<file path="src/rtl/ex_mem_skid_if.sv">
// Execute-to-memory hand-off bus: upstream valid/ready, payload, downstream valid/ready and flush.
// The slave modport is the stage itself; the master modport is whatever drives and consumes it.
interface ex_mem_skid_if #(
  parameter int unsigned DATA_W = 32,
  parameter int unsigned RD_W   = 5
);
  logic              i_flush;
  logic              i_valid;
  logic              o_ready;
  logic [DATA_W-1:0] i_alu_result;
  logic [DATA_W-1:0] i_rs2_data;
  logic [RD_W-1:0]   i_rd_addr;
  logic              i_rd_wren;
  logic              i_mem_wren;
  logic              i_mem_rden;
  logic [2:0]        i_funct3;
  logic              o_valid;
  logic              i_ready;
  logic [DATA_W-1:0] o_alu_result;
  logic [DATA_W-1:0] o_rs2_data;
  logic [RD_W-1:0]   o_rd_addr;
  logic              o_rd_wren;
  logic              o_mem_wren;
  logic              o_mem_rden;
  logic [2:0]        o_funct3;
  logic [1:0]        o_occupancy;

  modport slave (
    input  i_flush, i_valid, i_alu_result, i_rs2_data, i_rd_addr, i_rd_wren, i_mem_wren,
           i_mem_rden, i_funct3, i_ready,
    output o_ready, o_valid, o_alu_result, o_rs2_data, o_rd_addr, o_rd_wren, o_mem_wren,
           o_mem_rden, o_funct3, o_occupancy
  );

  modport master (
    output i_flush, i_valid, i_alu_result, i_rs2_data, i_rd_addr, i_rd_wren, i_mem_wren,
           i_mem_rden, i_funct3, i_ready,
    input  o_ready, o_valid, o_alu_result, o_rs2_data, o_rd_addr, o_rd_wren, o_mem_wren,
           o_mem_rden, o_funct3, o_occupancy
  );
endinterface

</file>
<file path="src/rtl/ex_mem_skid.sv">
// EX/MEM pipeline register built as a 2-entry skid buffer so upstream ready is a pure register
// decode; full throughput with no combinational ready path. Synchronous flush empties it.
module ex_mem_skid #(
  parameter int unsigned DATA_W = 32,
  parameter int unsigned RD_W   = 5
) (
  input logic          i_clk,
  input logic          i_reset,
  ex_mem_skid_if.slave bus
);

  typedef struct packed {
    logic [DATA_W-1:0] alu_result;
    logic [DATA_W-1:0] rs2_data;
    logic [RD_W-1:0]   rd_addr;
    logic              rd_wren;
    logic              mem_wren;
    logic              mem_rden;
    logic [2:0]        funct3;
  } entry_t;

  typedef enum logic [1:0] {StEmpty, StOne, StFull} state_e;

  state_e state_q;
  entry_t main_q;
  entry_t skid_q;
  entry_t in_entry;
  logic   valid;
  logic   ready;
  logic   in_fire;
  logic   out_fire;

  assign in_entry = '{
    alu_result: bus.i_alu_result,
    rs2_data:   bus.i_rs2_data,
    rd_addr:    bus.i_rd_addr,
    rd_wren:    bus.i_rd_wren,
    mem_wren:   bus.i_mem_wren,
    mem_rden:   bus.i_mem_rden,
    funct3:     bus.i_funct3
  };

  assign valid    = (state_q != StEmpty);
  assign ready    = (state_q != StFull);
  assign in_fire  = bus.i_valid & ready;
  assign out_fire = valid & bus.i_ready;

  always_ff @(posedge i_clk or negedge i_reset) begin
    if (!i_reset) begin
      state_q <= StEmpty;
      main_q  <= '0;
      skid_q  <= '0;
    end else if (bus.i_flush) begin
      state_q <= StEmpty;
    end else begin
      case (state_q)
        StEmpty: begin
          if (in_fire) begin
            main_q  <= in_entry;
            state_q <= StOne;
          end
        end
        StOne: begin
          if (in_fire && out_fire) begin
            main_q <= in_entry;
          end else if (in_fire) begin
            skid_q  <= in_entry;
            state_q <= StFull;
          end else if (out_fire) begin
            state_q <= StEmpty;
          end
        end
        StFull: begin
          if (out_fire) begin
            main_q  <= skid_q;
            state_q <= StOne;
          end
        end
        default: state_q <= StEmpty;
      endcase
    end
  end

  always_comb begin
    bus.o_occupancy = 2'd0;
    case (state_q)
      StOne:   bus.o_occupancy = 2'd1;
      StFull:  bus.o_occupancy = 2'd2;
      default: bus.o_occupancy = 2'd0;
    endcase
  end

  assign bus.o_valid      = valid;
  assign bus.o_ready      = ready;
  assign bus.o_alu_result = main_q.alu_result;
  assign bus.o_rs2_data   = main_q.rs2_data;
  assign bus.o_rd_addr    = main_q.rd_addr;
  assign bus.o_funct3     = main_q.funct3;
  // Side effects must never leak from a stale main register.
  assign bus.o_rd_wren    = main_q.rd_wren & valid;
  assign bus.o_mem_wren   = main_q.mem_wren & valid;
  assign bus.o_mem_rden   = main_q.mem_rden & valid;

endmodule

</file>
<file path="src/flat_wrapper.sv">
// flat-port wrapper written by rule: the top's interface ports become plain ports
module ex_mem_skid_flat 
#(
  parameter int unsigned DATA_W = 32,
  parameter int unsigned RD_W   = 5
)
  (i_clk, i_reset, bus_i_flush, bus_i_valid, bus_i_alu_result, bus_i_rs2_data, bus_i_rd_addr, bus_i_rd_wren, bus_i_mem_wren, bus_i_mem_rden, bus_i_funct3, bus_i_ready, bus_o_ready, bus_o_valid, bus_o_alu_result, bus_o_rs2_data, bus_o_rd_addr, bus_o_rd_wren, bus_o_mem_wren, bus_o_mem_rden, bus_o_funct3, bus_o_occupancy);
  ex_mem_skid_if #(.DATA_W(DATA_W), .RD_W(RD_W)) bus_i ();
  input logic i_clk;
  input logic i_reset;
  input wire logic [$bits(bus_i.i_flush)-1:0] bus_i_flush;
  input wire logic [$bits(bus_i.i_valid)-1:0] bus_i_valid;
  input wire logic [$bits(bus_i.i_alu_result)-1:0] bus_i_alu_result;
  input wire logic [$bits(bus_i.i_rs2_data)-1:0] bus_i_rs2_data;
  input wire logic [$bits(bus_i.i_rd_addr)-1:0] bus_i_rd_addr;
  input wire logic [$bits(bus_i.i_rd_wren)-1:0] bus_i_rd_wren;
  input wire logic [$bits(bus_i.i_mem_wren)-1:0] bus_i_mem_wren;
  input wire logic [$bits(bus_i.i_mem_rden)-1:0] bus_i_mem_rden;
  input wire logic [$bits(bus_i.i_funct3)-1:0] bus_i_funct3;
  input wire logic [$bits(bus_i.i_ready)-1:0] bus_i_ready;
  output wire logic [$bits(bus_i.o_ready)-1:0] bus_o_ready;
  output wire logic [$bits(bus_i.o_valid)-1:0] bus_o_valid;
  output wire logic [$bits(bus_i.o_alu_result)-1:0] bus_o_alu_result;
  output wire logic [$bits(bus_i.o_rs2_data)-1:0] bus_o_rs2_data;
  output wire logic [$bits(bus_i.o_rd_addr)-1:0] bus_o_rd_addr;
  output wire logic [$bits(bus_i.o_rd_wren)-1:0] bus_o_rd_wren;
  output wire logic [$bits(bus_i.o_mem_wren)-1:0] bus_o_mem_wren;
  output wire logic [$bits(bus_i.o_mem_rden)-1:0] bus_o_mem_rden;
  output wire logic [$bits(bus_i.o_funct3)-1:0] bus_o_funct3;
  output wire logic [$bits(bus_i.o_occupancy)-1:0] bus_o_occupancy;
  assign bus_i.i_flush = bus_i_flush;
  assign bus_i.i_valid = bus_i_valid;
  assign bus_i.i_alu_result = bus_i_alu_result;
  assign bus_i.i_rs2_data = bus_i_rs2_data;
  assign bus_i.i_rd_addr = bus_i_rd_addr;
  assign bus_i.i_rd_wren = bus_i_rd_wren;
  assign bus_i.i_mem_wren = bus_i_mem_wren;
  assign bus_i.i_mem_rden = bus_i_mem_rden;
  assign bus_i.i_funct3 = bus_i_funct3;
  assign bus_i.i_ready = bus_i_ready;
  assign bus_o_ready = bus_i.o_ready;
  assign bus_o_valid = bus_i.o_valid;
  assign bus_o_alu_result = bus_i.o_alu_result;
  assign bus_o_rs2_data = bus_i.o_rs2_data;
  assign bus_o_rd_addr = bus_i.o_rd_addr;
  assign bus_o_rd_wren = bus_i.o_rd_wren;
  assign bus_o_mem_wren = bus_i.o_mem_wren;
  assign bus_o_mem_rden = bus_i.o_mem_rden;
  assign bus_o_funct3 = bus_i.o_funct3;
  assign bus_o_occupancy = bus_i.o_occupancy;
  ex_mem_skid #(.DATA_W(DATA_W), .RD_W(RD_W)) u_core (.i_clk(i_clk), .i_reset(i_reset), .bus(bus_i));
endmodule
</file>
<file path="config.mk">
export PLATFORM = sky130hd
export DESIGN_NAME = ex_mem_skid_flat
export DESIGN_NICKNAME = d
export VERILOG_FILES = /design/src/rtl/ex_mem_skid_if.sv /design/src/rtl/ex_mem_skid.sv /design/src/flat_wrapper.sv
export SDC_FILE = /design/constraint.sdc
export NUM_CORES = 1
export LEC_CHECK = 0
export CORE_MARGIN = 2
export CORE_UTILIZATION = 51
export DETAILED_ROUTE_END_ITERATION = 6
export PLACE_DENSITY_LB_ADDON = 0.3
export SLEW_MARGIN = 10
export SYNTH_ARGS = -nofsm -noshare
export SYNTH_HDL_FRONTEND = slang
export SYNTH_SLANG_ARGS = --single-unit
</file>
<file path="constraint.sdc">
create_clock -name i_clk -period 2.2 [get_ports i_clk]
set_input_delay 0.33 -clock i_clk [delete_from_list [all_inputs] [get_ports i_clk]]
set_output_delay 0.33 -clock i_clk [all_outputs]
set_load 0.005 [all_outputs]
</file>
Yosys cells after proc, flatten, opt, wreduce, memory -nomap -nowiden
Index checks and enable logic that the tools add are counted.
{ "op_classes": {"eq_ne": 10, "n_mux": 12, "bitwise": 7, "n_reduce_logical": 7} }
{ "op_table": {"columns": ["operator", "n"], "rows": [
  ["2-to-1 mux 75 bit", 3],
  ["case mux 75 bit (3 select lines)", 1],
  ["2-to-1 mux 2 bit", 6],
  ["AND reduction 4 bit", 2],
  ["!= test 2 x 1 -> 1 bit (second input constant)", 3],
  ["!= test 3 x 2 -> 1 bit (second input constant)", 2],
  ["case mux 2 bit (3 select lines)", 1],
  ["bitwise AND 1 bit", 5],
  ["AND reduction 5 bit", 1],
  ["!= test 4 x 2 -> 1 bit (second input constant)", 1],
  ["case mux 2 bit (2 select lines)", 1],
  ["!= test 3 bit (second input constant)", 1],
  ["nonzero test 3 bit", 1],
  ["== test 2 x 1 -> 1 bit (second input constant)", 1],
  ["== test 2 bit (second input constant)", 1],
  ["zero test 2 bit", 1],
  ["!= test 2 bit (second input constant)", 1],
  ["inverter 1 bit", 2],
  ["nonzero test 2 bit", 1],
  ["logical AND 1 bit", 1]
]} }
{ "totals": {"reg_bits": 152, "out_inout_bits": 79, "wordCells": 51} }

Depth between registers and ports, before layout
Gate-level depths: netlist (run 1).
{ "depth": {"depth_word": 7, "mapped_depth": 6} }

Worst setup path after synthesis (run 1)
Ideal clock, no wire load.
{ "synth_timing": {"path_kind": "flip-flop to flip-flop", "from": "register u_core.state_q[1]", "to": "register u_core.main_q, in the netlist u_core.bus.o_alu_result[16]", "t_arrival_ns": 1.695, "required_time_ns": 2.073, "path_slack_ns": 0.377, "path_stages_with_launch": 6, "path_buffers": 2, "synth_period_minus_slack_ns": 1.823, "cell_sequence": "dfrtp_1 -> or4bb_1 -> o31ai_1 -> buf_6 -> buf_12 -> mux2_1"} }
{ "synth_between": {"elab_chain_len": 5, "elab_cells_between_ends": 14} }
{ "synth_rtl": {"columns": ["element", "line_no", "rtl"], "rows": [
  ["start, declared", "ex_mem_skid.sv:24", "state_e state_q;"],
  ["start signal, assigned", "ex_mem_skid.sv:50", "state_q <= StEmpty;"],
  ["start signal, assigned", "ex_mem_skid.sv:54", "state_q <= StEmpty;"],
  ["start signal, assigned", "ex_mem_skid.sv:60", "state_q <= StOne;"],
  ["!= test 2 bit or nonzero test 2 bit (tied branches)", "ex_mem_skid.sv:44, ex_mem_skid.sv:43", null],
  ["bitwise AND 1 bit (on tied branches)", "ex_mem_skid.sv:45, ex_mem_skid.sv:46", null],
  ["logical AND 1 bit", "ex_mem_skid.sv:64", "if (in_fire && out_fire) begin"],
  ["!= test 2 x 1 -> 1 bit (no source line)", null, null],
  ["AND reduction 5 bit (no source line)", null, null],
  ["end signal, assigned", "ex_mem_skid.sv:59", "main_q <= in_entry;"],
  ["end signal, assigned", "ex_mem_skid.sv:65", "main_q <= in_entry;"],
  ["end signal, assigned", "ex_mem_skid.sv:75", "main_q <= skid_q;"],
  ["end, declared", "ex_mem_skid.sv:25", "entry_t main_q;"]
]} }
Several ways; a longest one is shown, not always the timed one.
A chain may end at the register's enable or synchronous reset.

Final worst setup path (run 1)
{ "layout_timing": {"from": "register u_core.state_q[0]", "to": "output bus_o_occupancy[1]"} }
{ "layout_between": {"elab_chain_len": 2, "elab_cells_between_ends": 3} }
{ "layout_rtl": {"columns": ["element", "line_no", "rtl"], "rows": [
  ["== test 2 bit or == test 2 x 1 -> 1 bit (tied branches)", "ex_mem_skid.sv:86", "case (state_q)"],
  ["case mux 2 bit (2 select lines) *", "ex_mem_skid.sv:86", null],
  ["end, declared", "flat_wrapper.sv:30", "output wire logic [$bits(bus_i.o_occupancy)-1:0] bus_o_occupancy;"]
]} }
Every way passes the cells marked *; elsewhere a longest branch is shown, timed or not.

==> metrics.md, run 1 <==
| Metric | Value |
|---|---|
| Vias in the first global route | `4618` |
| Metal1 wirelength | `5900 um` |
| Clk Latency, worst-skew pair | `0.41 ns` |
| Number of remaining DRC errors | `0` |
| Setup crit start kind | `flop` |
| Setup ws final | `0.129 ns` |
| Unrepaired setup endpoints after global routing | `no` |
| Total grt overflow | `0` |
| Routed wire length | `14400 um` |
| Port buffer count | `158` |
| H-tree Lvls | `4` |
| Pwr Total | `8950 uW` |
| Largest net degree at the start of global routing | `53` |
| Die W | `124 um` |
| CP max-delay cell | `clkdlybuf4s50_1` |
| Via density | `5.22` |
| CTS max path bufs | `2` |
| Root buffer cell | `clkbuf_16` |
| Post-synth cell types | `24` |
| Critical path type | `flop to primary output` |
| Initial antenna violation count | `0` |
| # Post-CTS Setup Buffers | `0` |
| Register area share after synthesis | `51.7%` |
| TritonRoute pass-1 iters | `4` |
| Clock transition at the registers of the reported paths | `0.06 ns` |
| Met2 wire len | `7360 um` |
| Non-filler instance count after layout | `786` |
| Post-Place Setup Slack | `-0.144 ns` |
| Final hold violations | `0` |
| Lkg Pwr | `0.00400 uW` |
| Layout cells sized above 1 | `44.9%` |
| Avg Cell Area, Syn | `14.9 um^2` |
| Iteration-0 DRC Markers | `159` |
| Reg2reg setup slack | `0.23 ns` |
| Max Fclk | `483 MHz` |
| Mapped Cells | `494` |
| First-pass GRT wire length | `23200 um` |
| DP Wirelength | `9600 um` |
| P&R area growth vs syn | `27.2%` |
| Switch Pwr | `2030 uW` |
| Worst r2r path cells | `4` |
| Antenna diodes | `0` |
| DP Cell Count | `753` |
| Max IR drop VDD | `0.474 mV` |
| Routed Antenna Nets | `0` |
| Final-report max-slew violation count | `0` |
| Final setup skew | `0.0102 ns` |
| Primary FF master, synth | `dfrtp_1` |
| Warnings, synthesis | `0` |
| Cell Int Power | `6920 uW` |
| Via count | `4103` |
| Post-synth EDFFs | `0` |
| Synthesized net count | `574` |
| Sink Count | `152` |
| Reg-to-reg startpoint | `u_core.state_q[1]` |
| Power per cell area | `957 nW/um^2` |
| Clock share of power | `36.0%` |
| Net Sw Frac | `22.7%` |
| Combinational fraction of design power | `21.1%` |
| Met3 wire len | `847 um` |
| CP peak stage delay | `0.53 ns` |
| Max Used Layer | `met4` |
| CTS tree | `yes` |
| HP Class | `input port to async pin` |
| Initial Util | `52.6%` |
| Max-cap viol count | `0` |
| Crit path cell chain | `nand2b_2 > clkinv_4 > clkdlybuf4s50_1` |
| Critical Path RT | `1.87 ns` |
| Final Wtd Congestion | `0.766` |
| Register share of total power | `42.9%` |
| Num CTS Buffers | `17` |
| R2r endpoint | `u_core.bus.o_rs2_data[19]` |
| Synth async-reset ratio | `100%` |
| Drt wl/cell | `18.3 um` |
| Die area | `15400 um^2` |
| Core area | `14000 um^2` |
| Nets | `673` |
| Arrival @ worst endpoint | `1.74 ns` |
| Tmin final | `2.07 ns` |
| Buf+Inv Stages, Crit Path | `2` |
| Synth Register Bits | `152` |
| I/O Pins | `159` |
| Die H | `124 um` |
| Final setup violation count | `0` |
| Worst slew pin tran | `0.506 ns` |
| Crit share post-route | `94.2%` |
| Status | `finished clean` |
| CP top delay family | `buffers and inverters` |
| Aggregate global-route resource usage | `20.0%` |
| Mapped cell area | `7360 um^2` |
| Relative slew margins | `66.2%` |
| Crit. End Element | `primary output` |
| Row count | `43` |
| Worst Path Max Fanout | `15` |
power by group through the flow:
stage | registers, uW | clock network (uW) | logic (uW)
after CTS | 3840 | 3290 | 1920
final | 3840 | 3220 | 1890
after detailed placement | 3880 | 0 | 1910
after global placement | 3820 | 0 | 1850
after floorplan | 3750 | 0 | 1360
after global routing | 3930 | 3410 | 2050
cells by family after synthesis:
| group | share of synthesized area (%) |
|---|---|
| buffers and inverters | 10.2 |
| multiplexers | 36.6 |
| flip-flops | 51.7 |
| AO/OA/AOI/OAI | 0.374 |
| AND/OR/NAND/NOR | 1.16 |
Yosys cell counts (2+ instances only):
| master | instances | area share [%] |
|---|---|---|
| nor2b_1 | 5 | 0.43 |
| buf_12 | 4 | 1.1 |
| mux2_4 | 40 | 8.2 |
| buf_4 | 72 | 7.3 |
| mux2_2 | 175 | 27 |
| clkbuf_1 | 3 | 0.15 |
| mux2_1 | 10 | 1.5 |
| a21oi_1 | 2 | 0.14 |
| dfrtp_1 | 152 | 52 |
| buf_2 | 14 | 0.95 |
| nor2_1 | 3 | 0.15 |
| buf_6 | 2 | 0.31 |
cells in the final DEF (no fill, tap or decap), drive strengths merged, types with 2 or more instances in the layout:
cell type	count
buf	18
clkinv	6
dfrtp	152
clkbuf	21
a21oi	2
bufinv	5
nor2b	5
mux2	225
nor2	3
clkdlybuf4s50	157
layout make-up:
| class | instances | area (um^2) |
|---|---|---|
| Fill cell | 1024 | 4630 |
| Sequential cell | 152 | 3800 |
| Multi-Input combinational cell | 244 | 2840 |
| Timing Repair Buffer | 176 | 1810 |
| Clock buffer | 21 | 470 |
| Tap cell | 180 | 225 |
| Clock inverter | 11 | 194 |
| Inverter | 2 | 12.5 |
how the worst max path moves through the flow:
stage / startpoint / to / slack (ns) / depth (start not counted)
floorplan: u_core.state_q[1] / u_core.bus.o_alu_result[16] / 0.38 / 5
global placement: bus_i_ready / u_core.main_q[5] / -0.09 / 5
detailed placement: bus_i_ready / u_core.bus.o_rs2_data[19] / -0.14 / 5
CTS: u_core.state_q[0] / bus_o_mem_wren / 0.05 / 4
global route: u_core.state_q[1] / bus_o_occupancy[1] / 0.04 / 3
finish: u_core.state_q[0] / bus_o_occupancy[1] / 0.13 / 3
sequential cells by signal, indices dropped and copies added, names as in the netlist:
signal and cells:
u_core.skid_q 75, u_core.bus.o_alu_result 32, u_core.bus.o_rs2_data 32, u_core.bus.o_rd_addr 5, u_core.bus.o_funct3 3, u_core.main_q 3, u_core.state_q 2
routing by layer:
metal,vias to the layer above,track usage (%)
li1,1858,-
met3,20,5.49
met2,110,34.6
met5,-,0
met1,2115,23.8
met4,0,7.44
worst reg2reg max path, delay by kind of cell (launching register included):
kind,cells,cell delay [ns]
simple gates,1,0.56
flops,1,0.47
compound gates,1,0.13
mux,1,0.40
buf+inv,1,0.30
stage by stage:
| step | area (um^2) | utilization [%] | hold WS, ns | setup TNS (ns) |
|---|---|---|---|---|
| after floorplan | 7360 | - | 0.0344 | 0 |
| after global placement | 8670 | 62.0 | 0.307 | -4.56 |
| after detailed placement | 8670 | 62.0 | 0.315 | -7.08 |
| after CTS | 9350 | 66.8 | 0.448 | 0 |
| after global routing | 9360 | 66.9 | 0.473 | 0 |
| final | 9360 | 66.9 | 0.445 | 0 |
repair_timing:
| action | in CTS | in global routing |
|---|---|---|
| hold buffers | 1 | 0 |
| gates resized for setup | 2 | 2 |
| setup endpoints to repair | 5 | 3 |
| hold endpoints to repair | 47 | 0 |
| pin swaps | 0 | 0 |
| gates cloned | 0 | 0 |
(Power assumes the default switching activity.)
==> run 2, diff against run 1 <==
--- a/config.mk
+++ b/config.mk
@@ -9,7 +9,6 @@
 export CORE_UTILIZATION = 51
 export DETAILED_ROUTE_END_ITERATION = 6
 export PLACE_DENSITY_LB_ADDON = 0.3
-export SLEW_MARGIN = 10
 export SYNTH_ARGS = -nofsm -noshare
 export SYNTH_HDL_FRONTEND = slang
 export SYNTH_SLANG_ARGS = --single-unit
==> results of run 2 <==
The final DEF is identical to that of run 1; final timing and power are the same.
==> variant 1: new RTL, settings of run 2 <==
`RD_W` is set to 5 in 3 places; all go to 10.
--- a/src/rtl/ex_mem_skid_if.sv
+++ b/src/rtl/ex_mem_skid_if.sv
@@ -3,5 +3,5 @@
 interface ex_mem_skid_if #(
   parameter int unsigned DATA_W = 32,
-  parameter int unsigned RD_W   = 5
+  parameter int unsigned RD_W   = 10
 );
   logic              i_flush;
--- a/src/rtl/ex_mem_skid.sv
+++ b/src/rtl/ex_mem_skid.sv
@@ -3,5 +3,5 @@
 module ex_mem_skid #(
   parameter int unsigned DATA_W = 32,
-  parameter int unsigned RD_W   = 5
+  parameter int unsigned RD_W   = 10
 ) (
   input logic          i_clk,
--- a/src/flat_wrapper.sv
+++ b/src/flat_wrapper.sv
@@ -3,5 +3,5 @@
 #(
   parameter int unsigned DATA_W = 32,
-  parameter int unsigned RD_W   = 5
+  parameter int unsigned RD_W   = 10
 )
   (i_clk, i_reset, bus_i_flush, bus_i_valid, bus_i_alu_result, bus_i_rs2_data, bus_i_rd_addr, bus_i_rd_wren, bus_i_mem_wren, bus_i_mem_rden, bus_i_funct3, bus_i_ready, bus_o_ready, bus_o_valid, bus_o_alu_result, bus_o_rs2_data, bus_o_rd_addr, bus_o_rd_wren, bus_o_mem_wren, bus_o_mem_rden, bus_o_funct3, bus_o_occupancy);
Interface: changed (resized bus_i_rd_addr and bus_o_rd_addr); port bits go from 159 to 169. No check against the original RTL was run, so the function may have changed too.
==> variant 1 against run 2 <==
Critical path depth is the same. Global-route usage shrank 1.4 points. Synthesized area grew 5.4%. Sequential cell count grew 10. Total power shrank 1.7%. Wire length is essentially flat. Clock power shrank 14%. Design area grew 4.3%. Highest routed layer unchanged. Via count grew 4.4%. Sequential share of layout area grew 0.89 points. Non-clock buffer count grew 11. Worst setup slack lost 0.023 ns.
==> variant 1: results (changes against run 2) <==
Outcome
  • Status: finished, final reports clean

Yosys
  • Synth cell count leaders: mux2_2, dfrtp_1, buf_4, mux2_4, buf_2
  • Post-synth cell types: 22 (-8.3%)
  • Synth warn: 0 (unchanged)
  • Top FF cell, synth: dfrtp_1
  • Synthesized Nets: 610 (+6.3%)
  • Cells after synthesis: 525 (+6.3%)
  • Synth area leaders: dfrtp_1, mux2_2, buf_4
  • Sequential fraction of the synthesis area: 52.3% (+0.59 points)

Cells and area
  • Final-layout fill cell count: 1076 (+5.1%)
  • Reg with most FFs: u_core.skid_q
  • Layout Nets: 714 (+6.1%)
  • ANT cells: 0 (unchanged)
  • Max reg flops: 80 (+6.7%)
  • Share of cells above drive strength 1: 46.1% (+1.2 points)

Clocking
  • Clock tree buffer depth: 2 (unchanged)
  • Post-CTS setup buffer count: 0 (unchanged)
  • CTS buffer count: 17 (unchanged)
  • Root buf cell: clkbuf_16
  • Max H-tree Level: 4 (unchanged)
  • CTS clk-pin slew, worst paths: 0.06 ns (about the same)

Global route
  • First-pass GRT wire length: 23800 um (+2.6%)
  • Vias in the first global route: 4801 (+4.0%)
  • Initial antenna violation count: 0 (unchanged)
  • GR Util All Layers: 18.6% (-1.4 points)

Hold path
  • Hold crit path type: in2async

Route
  • Via count: 4284 (+4.4%)
  • DRT iter0 DRCs: 110 (-31%)
  • First-pass iteration count of the detailed router: 4 (unchanged)
  • Vias/cell: 5.16 (-1.1%)
  • Total Wirelength: 14400 um (about the same)

Placed design
  • GPL Wtd Cong: 0.738 (-3.6%)
  • PortBufs: 168 (+6.3%)
  • Placed Cells: 797 (+5.8%)
  • Dpl hpwl: 10100 um (+4.7%)
  • Placed cell areas: 0.00918 mm^2 (+5.9%)
  • Setup WS pre-CTS: -0.115 ns (+0.0289 ns)

Setup path
  • Worst r2r dst: u_core.bus.o_rd_addr[3]$_DFFE_PN0P_
  • Worst r2r path cells: 4 (unchanged)
  • Max Fanout on Critical Path: 11 (-4)
  • Worst r2r src: u_core.state_q[1]$_DFFE_PN0P_
  • R2R Setup Slk: 0.26 ns (+0.03 ns)

Power
  • Worst VDD drop: 0.501 mV (+5.7%)
  • P_leak: 0.00412 uW (+2.9%)

STA
  • Worst rel slew slack: 67.2% (+0.99 points)
  • Worst Skew: 0.00975 ns (-0.000422 ns)
  • Period utilization: 95.2% (+1.0 points)
==> variant 1: cell types whose count changed after synthesis, moves of 4 or more <==
cell and change:
mux2_2 +45, mux2_4 -20, dfrtp_1 +10, mux2_1 -10, buf_8 +7, buf_4 +5
buf_12 -4, buf_2 -4, clkbuf_1 +4
==> variant 1: how the worst max path moves through the flow <==
| stage | startpoint | to | depth (start not counted) |
|---|---|---|---|
| 4_1_cts | u_core.state_q[0]$_DFFE_PN0P_ | bus_o_occupancy[1] | 3 |
| 5_1_grt | u_core.state_q[0]$_DFFE_PN0P_ | bus_o_occupancy[1] | 3 |
| 3_5_place_dp | bus_i_ready | u_core.bus.o_rd_addr[3]$_DFFE_PN0P_ | 5 |
| 3_3_place_gp | bus_i_ready | u_core.bus.o_funct3[0]$_DFFE_PN0P_ | 5 |
| 2_1_floorplan | u_core.state_q[0]$_DFFE_PN0P_ | u_core.bus.o_alu_result[0]$_DFFE_PN0P_ | 6 |
| 6_report | u_core.state_q[0]$_DFFE_PN0P_ | bus_o_occupancy[1] | 3 |
==> variant 1: kinds of logic after synthesis <==
group / Yosys count / synth area share [%]
compound gates: 4 / 0.533
buf+inv: 104 / 10.1
flops: 162 / 52.3
mux: 241 / 36.0
simple gates: 14 / 1.13
==> variant 1: layout make-up <==
type | instances | area (um^2) | area share (%)
flip-flops and latches | 162 | 4050 | 41.6
multi-input cells | 259 | 2930 | 30.0
repair buffers | 187 | 1970 | 20.2
clock buffers | 22 | 474 | 4.86
well taps | 188 | 235 | 2.41
clock inverters | 10 | 83.8 | 0.859
inverters | 2 | 12.5 | 0.128
==> variant 1: timing repair <==
action,CTS,global route
gates resized for setup,0,2
setup endpoints to repair,0,1
hold buffers,1,0
endpoints found under the hold margin,36,0
==> variant 1: layer usage <==
layer  vias to the layer above  track usage (%)  part of all wire [%]
met5                         -                0                     0
met4                         0             6.59                   1.6
met3                        18             5.32                   5.4
met2                       103             31.3                    51
met1                      2192             23.2                    42
li1                       1971                -                     -
==> variant 1: metrics by stage <==
step | setup TNS [ns] | utilization [%] | power (uW) | hold WS, ns
2_1_floorplan | 0 | - | 5400 | 0.0344
3_3_place_gp | -3.95 | 61.1 | 6000 | 0.271
3_5_place_dp | -4.74 | 61.1 | 6120 | 0.272
4_1_cts | 0 | 64.9 | 8910 | 0.397
5_1_grt | 0 | 64.9 | 9240 | 0.423
6_report | 0 | 64.9 | 8800 | 0.393
==> variant 1: power breakdown <==
group	switching (uW)	internal, uW
combinational	567	1390
sequential	372	3710
clock	1120	1640
total	2060	6740
==> variant 2: new RTL, settings of run 2 <==
Made on the original files. The 3 states of `state_e` get a one-hot encoding in 3 bits.
--- a/src/rtl/ex_mem_skid.sv
+++ b/src/rtl/ex_mem_skid.sv
@@ -20,5 +20,5 @@
   } entry_t;
 
-  typedef enum logic [1:0] {StEmpty, StOne, StFull} state_e;
+  typedef enum logic [2:0] {StEmpty = 3'b001, StOne = 3'b010, StFull = 3'b100} state_e;
 
   state_e state_q;
Function: same outputs for any inputs over 4 cycles, from zero or initial values and one cycle with i_reset low; so few cycles prove little.
==> variant 2 against run 2 <==
Total power shrank 11%. Utilization shrank 0.32 points. Synthesized area grew 1.7%. Hold slack gained 0.011 ns. Design area grew 2.6%. The run now ends with DRC left. Critical path depth grew 1. Sequential cell count grew 1. Wire length grew 0.28%. Worst setup slack lost 0.064 ns. Synthesized cell count grew 1.0%.
==> variant 2: results (changes against run 2) <==
Outcome
  • Status: finished with violations
  • Failing checks: DRC

Global route
  • GR Util All Layers: 19.1% (-0.90 points)
  • Global Route met3 Usage: 6.08% (+0.58 points)
  • Met2 usage: 32.0% (-2.5 points)
  • M1 GR Usage: 23.1% (-0.68 points)
  • Largest net degree at the start of global routing: 56 (+5.7%)

STA
  • Worst Skew: 0.00684 ns (-0.00333 ns)
  • Worst rel slew slack: 63.2% (-3.0 points)

Power
  • Worst VDD drop: 0.676 mV (+43%)
  • P_leak: 0.00437 uW (+9.1%)
  • Sequential group share of total power: 44.2% (+1.3 points)

Route
  • DRT iter0 DRCs: 206 (+30%)
  • DRC Markers: 2 (+2)
  • Vias/cell: 5.15 (-1.4%)
  • Met1 wire length: 6080 um (+3.0%)
  • First-pass iteration count of the detailed router: 7 (+3)
  • WL met3: 780 um (-7.9%)
  • Routed length on met2: 7360 um (about the same)
  • Per-cell routed wire length: 17.9 um (-2.3%)

Cells and area
  • Buffering overhead: 20.9% (+1.6 points)
  • Layout Nets: 690 (+2.5%)
  • Register Area: 0.00383 mm^2 (+0.69%)
  • Clk tree area frac: 6.13% (-0.98 points)
  • Share of cells above drive strength 1: 45.1% (+0.22 points)
  • Multi-input gates: 247 (+1.2%)
  • Non-clk bufs: 189 (+7.4%)

Clocking
  • Cts repair resizes: 5 (+3)
  • Post-CTS setup buffer count: 7 (+7)
  • Clock Sinks: 153 (+0.66%)

Setup path
  • Worst r2r dst: u_core.bus.o_funct3[0]$_DFFE_PN0P_
  • CP arrival: 1.81 ns (+0.07 ns)
  • R2R Setup Slk: 0.08 ns (-0.15 ns)
  • Peak per-stage delay on the critical path: 0.49 ns (-0.04 ns)
  • Max Fanout on Critical Path: 7 (-8)

Yosys
  • Synthesized Nets: 579 (+0.87%)
  • Synth cell count leaders: dfrtp_1, mux2_2, buf_4, mux2_4, mux2_1
  • Post-synth cell types: 27 (+13%)
  • Post-synthesis compound-gate area fraction: 0.569% (+0.19 points)
  • Sequential fraction of the synthesis area: 51.2% (-0.50 points)

Placed design
  • GPL Wtd Cong: 0.756 (-1.4%)
[variant 2: changes by cell type after synthesis, sizes merged, moves of 2 or more]
cell   before  now
o21ai       0    2
nor2b       5    7
nor2        3    1
buf        93   95
[variant 2: power by group through the flow]
stage | logic, uW | registers (uW) | clock network [uW]
floorplan | 1100 | 3480 | 0
global placement | 1580 | 3560 | 0
detailed placement | 1620 | 3580 | 0
CTS | 1640 | 3540 | 2910
global route | 1740 | 3600 | 3030
finish | 1620 | 3540 | 2840
[variant 2: stage by stage]
step           cells  worst slack (ns)  setup TNS [ns]  area, um^2  hold WS (ns)
2_1_floorplan    499             0.328               0        7480        0.0344
3_3_place_gp     760            0.0774               0        8820         0.330
3_5_place_dp     760           0.00615               0        8820         0.335
4_1_cts          802           0.00154               0        9550         0.458
5_1_grt          807          -0.00423        -0.00755        9600         0.498
6_report         807            0.0646               0        9600         0.456
